`config.mk`:
```
export PLATFORM = sky130hd
export DESIGN_NAME = uart_tx_arbiter_flat
export DESIGN_NICKNAME = d
export VERILOG_FILES = /design/src/rtl/uart_pkg.sv /design/src/rtl/uart_tx_arbiter_if.sv /design/src/rtl/uart_rr_pick.sv /design/src/rtl/uart_tx_arbiter.sv /design/src/flat_wrapper.sv
export SDC_FILE = /design/constraint.sdc
export NUM_CORES = 1
export LEC_CHECK = 0
export BUFFER_PORTS_ARGS = -buffer_cell sky130_fd_sc_hd__buf_2
export CORE_AREA = 3 3 81 83
export CTS_BUF_LIST = sky130_fd_sc_hd__clkbuf_8
export CTS_CLUSTER_SIZE = 24
export DETAILED_ROUTE_END_ITERATION = 10
export DIE_AREA = 0 0 84 86
export GPL_ROUTABILITY_DRIVEN = 0
export GPL_TIMING_DRIVEN = 0
export PLACE_DENSITY = 0.71
export REMOVE_ABC_BUFFERS = 1
export SYNTH_ARGS = -nofsm -noshare
export SYNTH_HDL_FRONTEND = slang
export SYNTH_SLANG_ARGS = --single-unit
```
`constraint.sdc`:
```
create_clock -name clk -period 8.57 [get_ports clk]
set_clock_uncertainty 0.05 [all_clocks]
set_input_delay 0.857 -clock clk [delete_from_list [all_inputs] [get_ports clk]]
set_output_delay 0.857 -clock clk [all_outputs]
set_load 0.02 [all_outputs]
```
`src/rtl/uart_pkg.sv`:
```
// uart_pkg: state encoding, sizing helper and defaults for the UART TX arbiter
package uart_pkg;
    localparam logic [1:0] IDLE  = 2'd0;
    localparam logic [1:0] START = 2'd1;
    localparam logic [1:0] WAIT  = 2'd2;
    localparam logic [1:0] HOLD  = 2'd3;
    localparam int DEF_LOCK_TIMEOUT = 4096;
    function automatic int clog2(input int n);
        int r;
        r = 1;
        while ((1 << r) < n) r++;
        return r;
    endfunction
endpackage

```
`src/rtl/uart_tx_arbiter_if.sv`:
```
// uart_tx_arbiter_if: byte requester bus shared by NREQ requesters
interface uart_tx_arbiter_if #(parameter int NREQ = 4);
    logic [NREQ-1:0]   req_valid;
    logic [8*NREQ-1:0] req_data;
    logic [NREQ-1:0]   req_last;
    logic [NREQ-1:0]   req_ready;
    modport master (output req_valid, req_data, req_last, input req_ready);
    modport slave  (input req_valid, req_data, req_last, output req_ready);
endinterface

```
`src/rtl/uart_rr_pick.sv`:
```
// uart_rr_pick: combinational round-robin picker, first request at or after ptr
module uart_rr_pick import uart_pkg::*; #(
    parameter int N = 4,
    parameter int W = clog2(N)
) (
    input  logic [N-1:0] req,
    input  logic [W-1:0] ptr,
    output logic [N-1:0] gnt,
    output logic [W-1:0] idx
);
    logic [W-1:0] j;
    always_comb begin
        gnt = '0;
        idx = '0;
        j = '0;
        for (int k = N - 1; k >= 0; k--) begin
            j = W'((int'(ptr) + k) % N);
            if (req[j]) begin
                gnt = '0;
                gnt[j] = 1'b1;
                idx = j;
            end
        end
    end
endmodule

```
`src/rtl/uart_tx_arbiter.sv`:
```
// uart_tx_arbiter: round-robin sharing of one uart_tx among NREQ requesters with frame lock
module uart_tx_arbiter import uart_pkg::*; #(
    parameter int NREQ = 4,
    parameter int LOCK_TIMEOUT = DEF_LOCK_TIMEOUT,
    parameter int IW = clog2(NREQ)
) (
    input  logic            clk,
    input  logic            reset,
    uart_tx_arbiter_if.slave req,
    output logic            tx_start,
    output logic [7:0]      tx_din,
    input  logic            tx_done_tick,
    output logic [IW-1:0]   grant_id,
    output logic            busy,
    output logic            lock_timeout
);
    localparam int CW = clog2(LOCK_TIMEOUT);
    localparam logic [CW-1:0] CNT_LAST = CW'(LOCK_TIMEOUT > 0 ? LOCK_TIMEOUT - 1 : 0);
    logic [1:0]      state_q, state_d;
    logic            tx_start_q, tx_start_d;
    logic [7:0]      tx_din_q, tx_din_d;
    logic [IW-1:0]   grant_id_q, grant_id_d;
    logic            busy_q, busy_d;
    logic            lock_timeout_q, lock_timeout_d;
    logic [IW-1:0]   rr_ptr_q, rr_ptr_d;
    logic            lock_q, lock_d;
    logic [CW-1:0]   cnt_q, cnt_d;
    logic [7:0]      bytes [NREQ];
    logic [NREQ-1:0] pick_gnt, hold_rdy;
    logic [IW-1:0]   pick_idx, sel, nxt_owner;
    logic            accept, timeout_hit;
    for (genvar g = 0; g < NREQ; g++) begin : g_byte
        assign bytes[g] = req.req_data[8*g +: 8];
    end
    uart_rr_pick #(.N(NREQ), .W(IW)) u_pick (
        .req (req.req_valid),
        .ptr (rr_ptr_q),
        .gnt (pick_gnt),
        .idx (pick_idx)
    );
    always_comb begin
        hold_rdy = '0;
        hold_rdy[grant_id_q] = req.req_valid[grant_id_q];
    end
    // ready is forced low while reset is asserted so nothing is offered from IDLE
    assign req.req_ready = !reset ? '0 : (state_q == IDLE) ? pick_gnt : (state_q == HOLD) ? hold_rdy : '0;
    assign sel         = (state_q == IDLE) ? pick_idx : grant_id_q;
    assign accept      = |(req.req_valid & req.req_ready);
    assign nxt_owner   = (grant_id_q == IW'(NREQ - 1)) ? '0 : grant_id_q + 1'b1;
    assign timeout_hit = (LOCK_TIMEOUT > 0) && (cnt_q == CNT_LAST);
    always_comb begin
        state_d = state_q;
        tx_din_d = tx_din_q;
        grant_id_d = grant_id_q;
        rr_ptr_d = rr_ptr_q;
        lock_d = lock_q;
        cnt_d = cnt_q;
        lock_timeout_d = 1'b0;
        case (state_q)
            IDLE, HOLD: begin
                if (accept) begin
                    state_d = START;
                    tx_din_d = bytes[sel];
                    grant_id_d = sel;
                    lock_d = ~req.req_last[sel];
                end else if (state_q == HOLD) begin
                    if (timeout_hit) begin
                        state_d = IDLE;
                        lock_d = 1'b0;
                        rr_ptr_d = nxt_owner;
                        lock_timeout_d = 1'b1;
                    end else begin
                        cnt_d = cnt_q + 1'b1;
                    end
                end
            end
            START: state_d = WAIT;
            WAIT: begin
                if (tx_done_tick) begin
                    state_d = lock_q ? HOLD : IDLE;
                    rr_ptr_d = lock_q ? rr_ptr_q : nxt_owner;
                    cnt_d = '0;
                end
            end
            default: state_d = IDLE;
        endcase
    end
    assign tx_start_d = (state_d == START);
    assign busy_d     = (state_d != IDLE);
    always_ff @(posedge clk or negedge reset) begin
        if (!reset) begin
            state_q <= IDLE;
            tx_start_q <= 1'b0;
            tx_din_q <= '0;
            grant_id_q <= '0;
            busy_q <= 1'b0;
            lock_timeout_q <= 1'b0;
            rr_ptr_q <= '0;
            lock_q <= 1'b0;
            cnt_q <= '0;
        end else begin
            state_q <= state_d;
            tx_start_q <= tx_start_d;
            tx_din_q <= tx_din_d;
            grant_id_q <= grant_id_d;
            busy_q <= busy_d;
            lock_timeout_q <= lock_timeout_d;
            rr_ptr_q <= rr_ptr_d;
            lock_q <= lock_d;
            cnt_q <= cnt_d;
        end
    end
    assign tx_start     = tx_start_q;
    assign tx_din       = tx_din_q;
    assign grant_id     = grant_id_q;
    assign busy         = busy_q;
    assign lock_timeout = lock_timeout_q;
endmodule

```
`src/flat_wrapper.sv`:
```
// flat-port wrapper written by rule: the top's interface ports become plain ports
module uart_tx_arbiter_flat import uart_pkg::*;
#(
    parameter int NREQ = 4,
    parameter int LOCK_TIMEOUT = DEF_LOCK_TIMEOUT,
    parameter int IW = clog2(NREQ)
)
  (clk, reset, tx_start, tx_din, tx_done_tick, grant_id, busy, lock_timeout, req_req_valid, req_req_data, req_req_last, req_req_ready);
  uart_tx_arbiter_if #(.NREQ(NREQ)) req_i ();
  input  logic clk;
  input  logic reset;
  output logic tx_start;
  output logic [7:0] tx_din;
  input  logic tx_done_tick;
  output logic [IW-1:0] grant_id;
  output logic busy;
  output logic lock_timeout;
  input wire logic [$bits(req_i.req_valid)-1:0] req_req_valid;
  input wire logic [$bits(req_i.req_data)-1:0] req_req_data;
  input wire logic [$bits(req_i.req_last)-1:0] req_req_last;
  output wire logic [$bits(req_i.req_ready)-1:0] req_req_ready;
  assign req_i.req_valid = req_req_valid;
  assign req_i.req_data = req_req_data;
  assign req_i.req_last = req_req_last;
  assign req_req_ready = req_i.req_ready;
  uart_tx_arbiter #(.NREQ(NREQ), .LOCK_TIMEOUT(LOCK_TIMEOUT), .IW(IW)) u_core (.clk(clk), .reset(reset), .req(req_i), .tx_start(tx_start), .tx_din(tx_din), .tx_done_tick(tx_done_tick), .grant_id(grant_id), .busy(busy), .lock_timeout(lock_timeout));
endmodule
```
==> flow_summary_export.csv, run 1 <==
group,metric,value,unit
logic_synthesis,synth_edf_count,0,
clocking,post_cts_buffers,0,
timing,hold_viol_final,0,
setup_path,worst_ep_arrival_time,4870,ps
setup_path,crit_path_end_kind,"flop",
setup_path,slowest_delay,890,ps
global_route,grt_pass1_wl,10700,um
timing,finalSetupTns,0,ps
logic_synthesis,syn_inst,277,
finish,nets,390,
clocking,cts.clk_slew.worst_paths,70,ps
power,power_density,377,nW/um^2
power,clock_power_share,11.6,%
timing,setup-violations-final,0,
place,io_buffers,59,
logic_synthesis,yosysSeqAreaShare,28.3,%
power,switchingPower,0.546,mW
run_status,status,"completed",
finish,syn_to_final_growth,16.5,%
global_route,grt_pass1_vias,2306,
routing,via_per_inst,5.87,
setup_path,r2r-end,"u_core.tx_din[3]",
logic_synthesis,synth_area,2650,um^2
power,cellLeakagePower,1.35,nW
power,swShare,46.8,%
logic_synthesis,synth.avg_cell_area,9.58,um^2
timing,whs,435,ps
power,pwr-share-comb,64.5,%
clocking,cts_sinks,30,
logic_synthesis,yosys.area.top_type,"dfrtp_1",
setup_path,reg2reg_depth,8,
global_route,overflow,0,
global_route,grt_max_degree,34,
logic_synthesis,yosys_warnings,0,
setup_path,r2r_slack,3820,ps
routing,drt-total-wl,6210,um
logic_synthesis,ys_top_cells_by_count,"30 x dfrtp_1, 27 x nand2_1, 18 x o21ai_0",
setup_path,worstPathMaxFanout,25,
min_path,min_path_cells,1,
routing,ant_nets,0,
timing,slew_headroom,26.7,%
clocking,cts_resized,0,
clocking,cts_buffer_depth,2,
clocking,cts.htree.levels,2,
timing,tightest_slew,1100,ps
floorplanning,io_pins,60,
logic_synthesis,synth_area_leaders,"dfrtp_1 28%, mux4_2 11%, ha_1 8.0%",
floorplanning,dieArea,7220,um^2
setup_path,crit_path_start,"u_core.rr_ptr_q[0]",
routing,drtIter0Drc,127,
clocking,postCtsHoldBufs,0,
clocking,ctsRootBufferMaster,"clkbuf_8",
power,p_int,0.620,mW
setup_path,path_class,"flop to flop",
setup_path,timing.rr.start,"u_core.rr_ptr_q[0]",
flow_run,drv_cap,0,
floorplanning,core_area,5920,um^2
clocking,numCtsBuffers,5,
global_route,grt_use_total,17.8,%
timing,rsz0062_at_grt,"no",
min_path,holdCritPathClass,"flop to flop",
floorplanning,fp.dieW,84,um
logic_synthesis,synth_flop_cell,"dfrtp_1",
setup_path,start_kind,"flop",
floorplanning,initial_core_util,44.8,%
clocking,cts_tree,"built",
global_route,antenna_found_initial,0,
logic_synthesis,synth.distinct_cells,60,
timing,drv_slew,0,
power,peakVddDrop,0.166,mV
floorplanning,die_y,86,um
finish,diodes,0,
routing,avgRoutedWirePerCell,15.3,um
power,seqPwrFrac,23.9,%
logic_synthesis,yosysMostFrequentCell,"dfrtp_1",
timing,finalCritPeriodShare,55.4,%
finish,drive_gt1_share,30.2,%
floorplanning,rows,28,
finish,fin_area,3090,um^2
finish,filler_cell_count,556,
place,dp.cells,398,
timing,timing.fmax,0.210,GHz
routing,drcViolationCount,0,
place,dp_hpwl,4560,um
logic_synthesis,yosysTopAreaCellShare,28.3,%
logic_synthesis,synth-seq-cells,30,
place,dpl-instance-area,2980,um^2
setup_path,critPathRequiredTime,8690,ps
clocking,insertion_delay,290,ps
setup_path,cp_cell_sequence,"inv_1, ha_1, mux4_2, a211o_1, a221oi_2, a32oi_2, a21oi_1, mux2_2",
setup_path,crit_path_top_delay_cell,"a21oi_1",
finish,final_cell_count_no_fill,406,
timing,period_minus_slack,4750,ps
setup_path,endpoint,"u_core.tx_din[3]",
routing,drt_pass1_iterations,4,
logic_synthesis,synthArstFlopShare,100,%
routing,num_vias,2384,
## layout by cell type, fill, tap and decap left out, types with 8 or more instances in the layout
cell type  instances
a21oi_1           10
buf_2             59
clkbuf_8           8
dfrtp_1           30
ha_1              17
inv_1             17
mux2_2            11
mux2i_1            8
mux4_2            13
nand2_1           27
nand2b_1           9
nor2_1            14
o21ai_0           18
## through the flow
| step | utilization [%] | power (mW) | setup slack [ps] |
|---|---|---|---|
| after floorplan | - | 0.850 | 4330 |
| after global placement | 50.3 | 1.02 | 3790 |
| after detailed placement | 50.3 | 1.03 | 3800 |
| after CTS | 52.2 | 1.17 | 3780 |
| after global routing | 52.2 | 1.27 | 3410 |
| final | 52.2 | 1.17 | 3820 |
## flip-flops by register name, indices dropped and copies added (netlist names)
| name | flops |
|---|---|
| u_core.lock_q | 1 |
| u_core.busy | 1 |
| u_core.grant_id | 2 |
| u_core.rr_ptr_q | 2 |
| u_core.state_q | 2 |
| u_core.tx_start | 1 |
| u_core.lock_timeout | 1 |
| u_core.tx_din | 8 |
| u_core.cnt_q | 12 |
## cells by family (layout without fill, tap and decap cells)
logic type | count (synthesis) | in the layout | synth area share [%]
multiplexers | 34 | 34 | 19.7
AO/OA/AOI/OAI | 82 | 82 | 23.2
flip-flops | 30 | 30 | 28.3
AND/OR/NAND/NOR | 83 | 83 | 16.0
adder cells (fa/ha/maj) | 17 | 17 | 8.02
buffers and inverters | 31 | 85 | 4.86
## per-layer routing
metal | track usage [%] | wire length [um] | vias to the layer above
li1 | - | - | 1151
met5 | 0 | 0 | -
met3 | 4.23 | 360 | 10
met4 | 6.29 | 72 | 0
met2 | 30.4 | 3030 | 69
met1 | 22.1 | 2750 | 1154
## worst min-delay path by stage
| stage | from | end |
|---|---|---|
| 4_1_cts | u_core.cnt_q[5] | u_core.cnt_q[5] |
| 3_5_place_dp | u_core.cnt_q[11] | u_core.cnt_q[11] |
| 2_1_floorplan | u_core.cnt_q[7] | u_core.cnt_q[7] |
| 3_3_place_gp | u_core.tx_din[5] | u_core.tx_din[5] |
| 6_report | u_core.cnt_q[5] | u_core.cnt_q[5] |
| 5_1_grt | u_core.tx_din[5] | u_core.tx_din[5] |
## power by group through the flow
stage | registers, mW | logic (mW) | clock network [mW]
finish | 0.279 | 0.751 | 0.136
global route | 0.290 | 0.836 | 0.146
CTS | 0.278 | 0.757 | 0.139
detailed placement | 0.280 | 0.754 | 0
global placement | 0.277 | 0.741 | 0
floorplan | 0.297 | 0.553 | 0
## cell type report
cell class                 instances  area [um^2]  share of cell area, %
multi-input combinational        216         1770                   57.4
sequential                        30          751                   24.3
tap                               75         93.8                   3.04
inverter                          18         67.6                   2.19
timing repair buffer              59          295                   9.55
clock buffer                       8          110                   3.56
## worst max-delay path: cells and delay by family, from the launching register on
kind / cells / cell delay [ps]
muxes: 2 / 1060
DFF: 1 / 860
adders and majority gates: 1 / 630
AOI/OAI and AO/OA: 4 / 1720
buffers and inverters: 1 / 300
No activity file was read; power rests on OpenSTA's default activity.
==> run 2: changes to the inputs <==
--- a/config.mk
+++ b/config.mk
@@ -13,7 +13,7 @@
 export DIE_AREA = 0 0 84 86
 export GPL_ROUTABILITY_DRIVEN = 0
 export GPL_TIMING_DRIVEN = 0
-export PLACE_DENSITY = 0.71
+export PLACE_DENSITY = 0.74
 export REMOVE_ABC_BUFFERS = 1
 export SYNTH_ARGS = -nofsm -noshare
 export SYNTH_HDL_FRONTEND = slang
==> constraint.sdc (replaced) <==
create_clock -name clk -period 4.3 [get_ports clk]
set_clock_uncertainty 0.05 [all_clocks]
set_input_delay 0.43 -clock clk [delete_from_list [all_inputs] [get_ports clk]]
set_output_delay 0.43 -clock clk [all_outputs]
set_load 0.02 [all_outputs]
==> run 2 against run 1 <==
  * Total power rose by 100%
  * Fmax rose by 19%
  * Critical path depth rose by 1
  * Critical path type unchanged
  * Largest power group unchanged
  * Highest routed layer unchanged
==> flow_summary_export.csv, run 2 (synthesis gave the netlist of run 1 again) <==
group,metric,value,unit
finish,syn_to_final_growth,16.9,%
routing,drt_pass1_iterations,4,
power,swShare,46.8,%
routing,drt-total-wl,6420,um
routing,ant_nets,0,
power,design_power_total,2.35,mW
timing,period_minus_slack,4000,ps
clocking,cts_sinks,30,
setup_path,critPathRequiredTime,4420,ps
clocking,post_cts_buffers,0,
routing,drcViolationCount,0,
clocking,insertion_delay,280,ps
place,dp_hpwl,4710,um
timing,whs,142,ps
power,seqPwrFrac,23.7,%
routing,via_per_inst,5.92,
timing,finalSetupTns,0,ps
power,clock_power_share,12.0,%
setup_path,start_kind,"flop",
global_route,overflow,0,
timing,finalCritPeriodShare,92.9,%
global_route,grt_max_degree,34,
clocking,cts.htree.levels,2,
floorplanning,die_y,86,um
setup_path,r2r-end,"u_core.cnt_q[2]",
clocking,cts_tree,"built",
timing,timing.fmax,0.250,GHz
finish,utilization,52.4,%
routing,avgRoutedWirePerCell,15.8,um
setup_path,crit_path_end_kind,"flop",
timing,hold_viol_final,0,
global_route,antenna_found_initial,0,
place,pre_cts_slack,-488,ps
setup_path,worst_ep_arrival_time,4120,ps
finish,nets,390,
setup_path,crit_path_start,"u_core.rr_ptr_q[1]",
clocking,ctsRootBufferMaster,"clkbuf_8",
finish,final_cell_count_no_fill,406,
finish,mostFrequentLayoutCells,"59 x buf_2, 28 x dfrtp_1, 27 x nand2_1",
timing,drv_slew,0,
setup_path,reg2reg_depth,9,
finish,drive_gt1_share,31.4,%
power,pwr-share-comb,64.3,%
floorplanning,initial_core_util,44.8,%
timing,rsz0062_at_grt,"no",
finish,diodes,0,
floorplanning,core_area,5920,um^2
finish,fin_area,3100,um^2
power,power_density,758,nW/um^2
power,switchingPower,1.10,mW
place,dp.cells,398,
finish,final_common_cell,"buf_2",
clocking,numCtsBuffers,5,
floorplanning,fp.dieW,84,um
timing,setup-violations-final,0,
finish,filler_cell_count,529,
floorplanning,dieArea,7220,um^2
power,peakVddDrop,0.359,mV
setup_path,timing.rr.start,"u_core.rr_ptr_q[1]",
min_path,holdCritPathClass,"primary input to asynchronous set/reset pin",
global_route,grt_pass1_vias,2434,
floorplanning,io_pins,60,
timing,tightest_slew,1050,ps
setup_path,r2r_slack,300,ps
routing,drtIter0Drc,161,
finish,regMostFlops,"u_core.cnt_q",
global_route,grt_pass1_wl,11000,um
global_route,grt_use_total,18.5,%
run_status,status,"completed",
flow_run,drv_cap,0,
timing,fin_ws,305,ps
timing,slew_headroom,29.9,%
setup_path,endpoint,"u_core.cnt_q[2]",
finish,largest_reg_flops,12,
setup_path,path_class,"flop to flop",
place,dpl-instance-area,2980,um^2
power,cellLeakagePower,1.35,nW
place,io_buffers,59,
routing,num_vias,2402,
power,p_int,1.25,mW
clocking,cts.clk_slew.worst_paths,70,ps
floorplanning,rows,28,
clocking,cts_buffer_depth,2,
setup_path,worstPathMaxFanout,17,
## run 2: cell types whose count changed in the layout (fill, tap and decap cells not counted), sizes merged
cell    before  now
clkinv       1    3
clkbuf       8    5
bufinv       0    1
## run 2: timing repair
item / 4_1_cts / 5_1_grt
gates resized for setup: 2 / 3
pin swaps: 0 / 0
endpoints found under the setup margin: 22 / 23
hold buffers: 0 / 0
## run 2: worst max-delay path, stage by stage (launching register included)
cell and delay, ps:
dfrtp_2 570, inv_1 210, ha_2 520, mux4_2 630, a2111oi_0 360, o31ai_1 170, a32oi_2 390, nand2_4 200
o31a_1 440, a211o_1 320
## run 2: routing by layer
metal / vias to the layer above / global-route usage, % / part of all wire, %
met5: - / 0 / 0
met4: 0 / 7.31 / 1.3
met3: 9 / 4.23 / 6.8
met2: 85 / 31.4 / 48
met1: 1155 / 22.9 / 44
li1: 1153 / - / -
## run 2: final cells by class
class / count / area (um^2) / area share, %
clock buffers: 5 / 68.8 / 2.22
clock inverters: 3 / 40.0 / 1.29
flip-flops and latches: 30 / 756 / 24.4
inverters: 18 / 67.6 / 2.18
well taps: 75 / 93.8 / 3.03
multi-input cells: 216 / 1780 / 57.4
repair buffers: 59 / 295 / 9.52
## run 2: worst min-delay path by stage
stage | from | cells past startpoint | end
2_1_floorplan | reset | 0 | u_core.busy
3_3_place_gp | u_core.cnt_q[11] | 1 | u_core.cnt_q[11]
3_5_place_dp | u_core.tx_din[5] | 1 | u_core.tx_din[5]
4_1_cts | reset | 1 | u_core.tx_din[7]
5_1_grt | reset | 1 | u_core.lock_q
6_report | reset | 1 | u_core.cnt_q[3]
## run 2: power by group through the flow
stage          combinational (mW)  sequential (mW)  clock [mW]
6_report                     1.51            0.557       0.282
5_1_grt                      1.69            0.583       0.300
4_1_cts                      1.51            0.553       0.293
3_5_place_dp                 1.51            0.555           0
3_3_place_gp                 1.47            0.551           0
2_1_floorplan                1.10            0.592           0
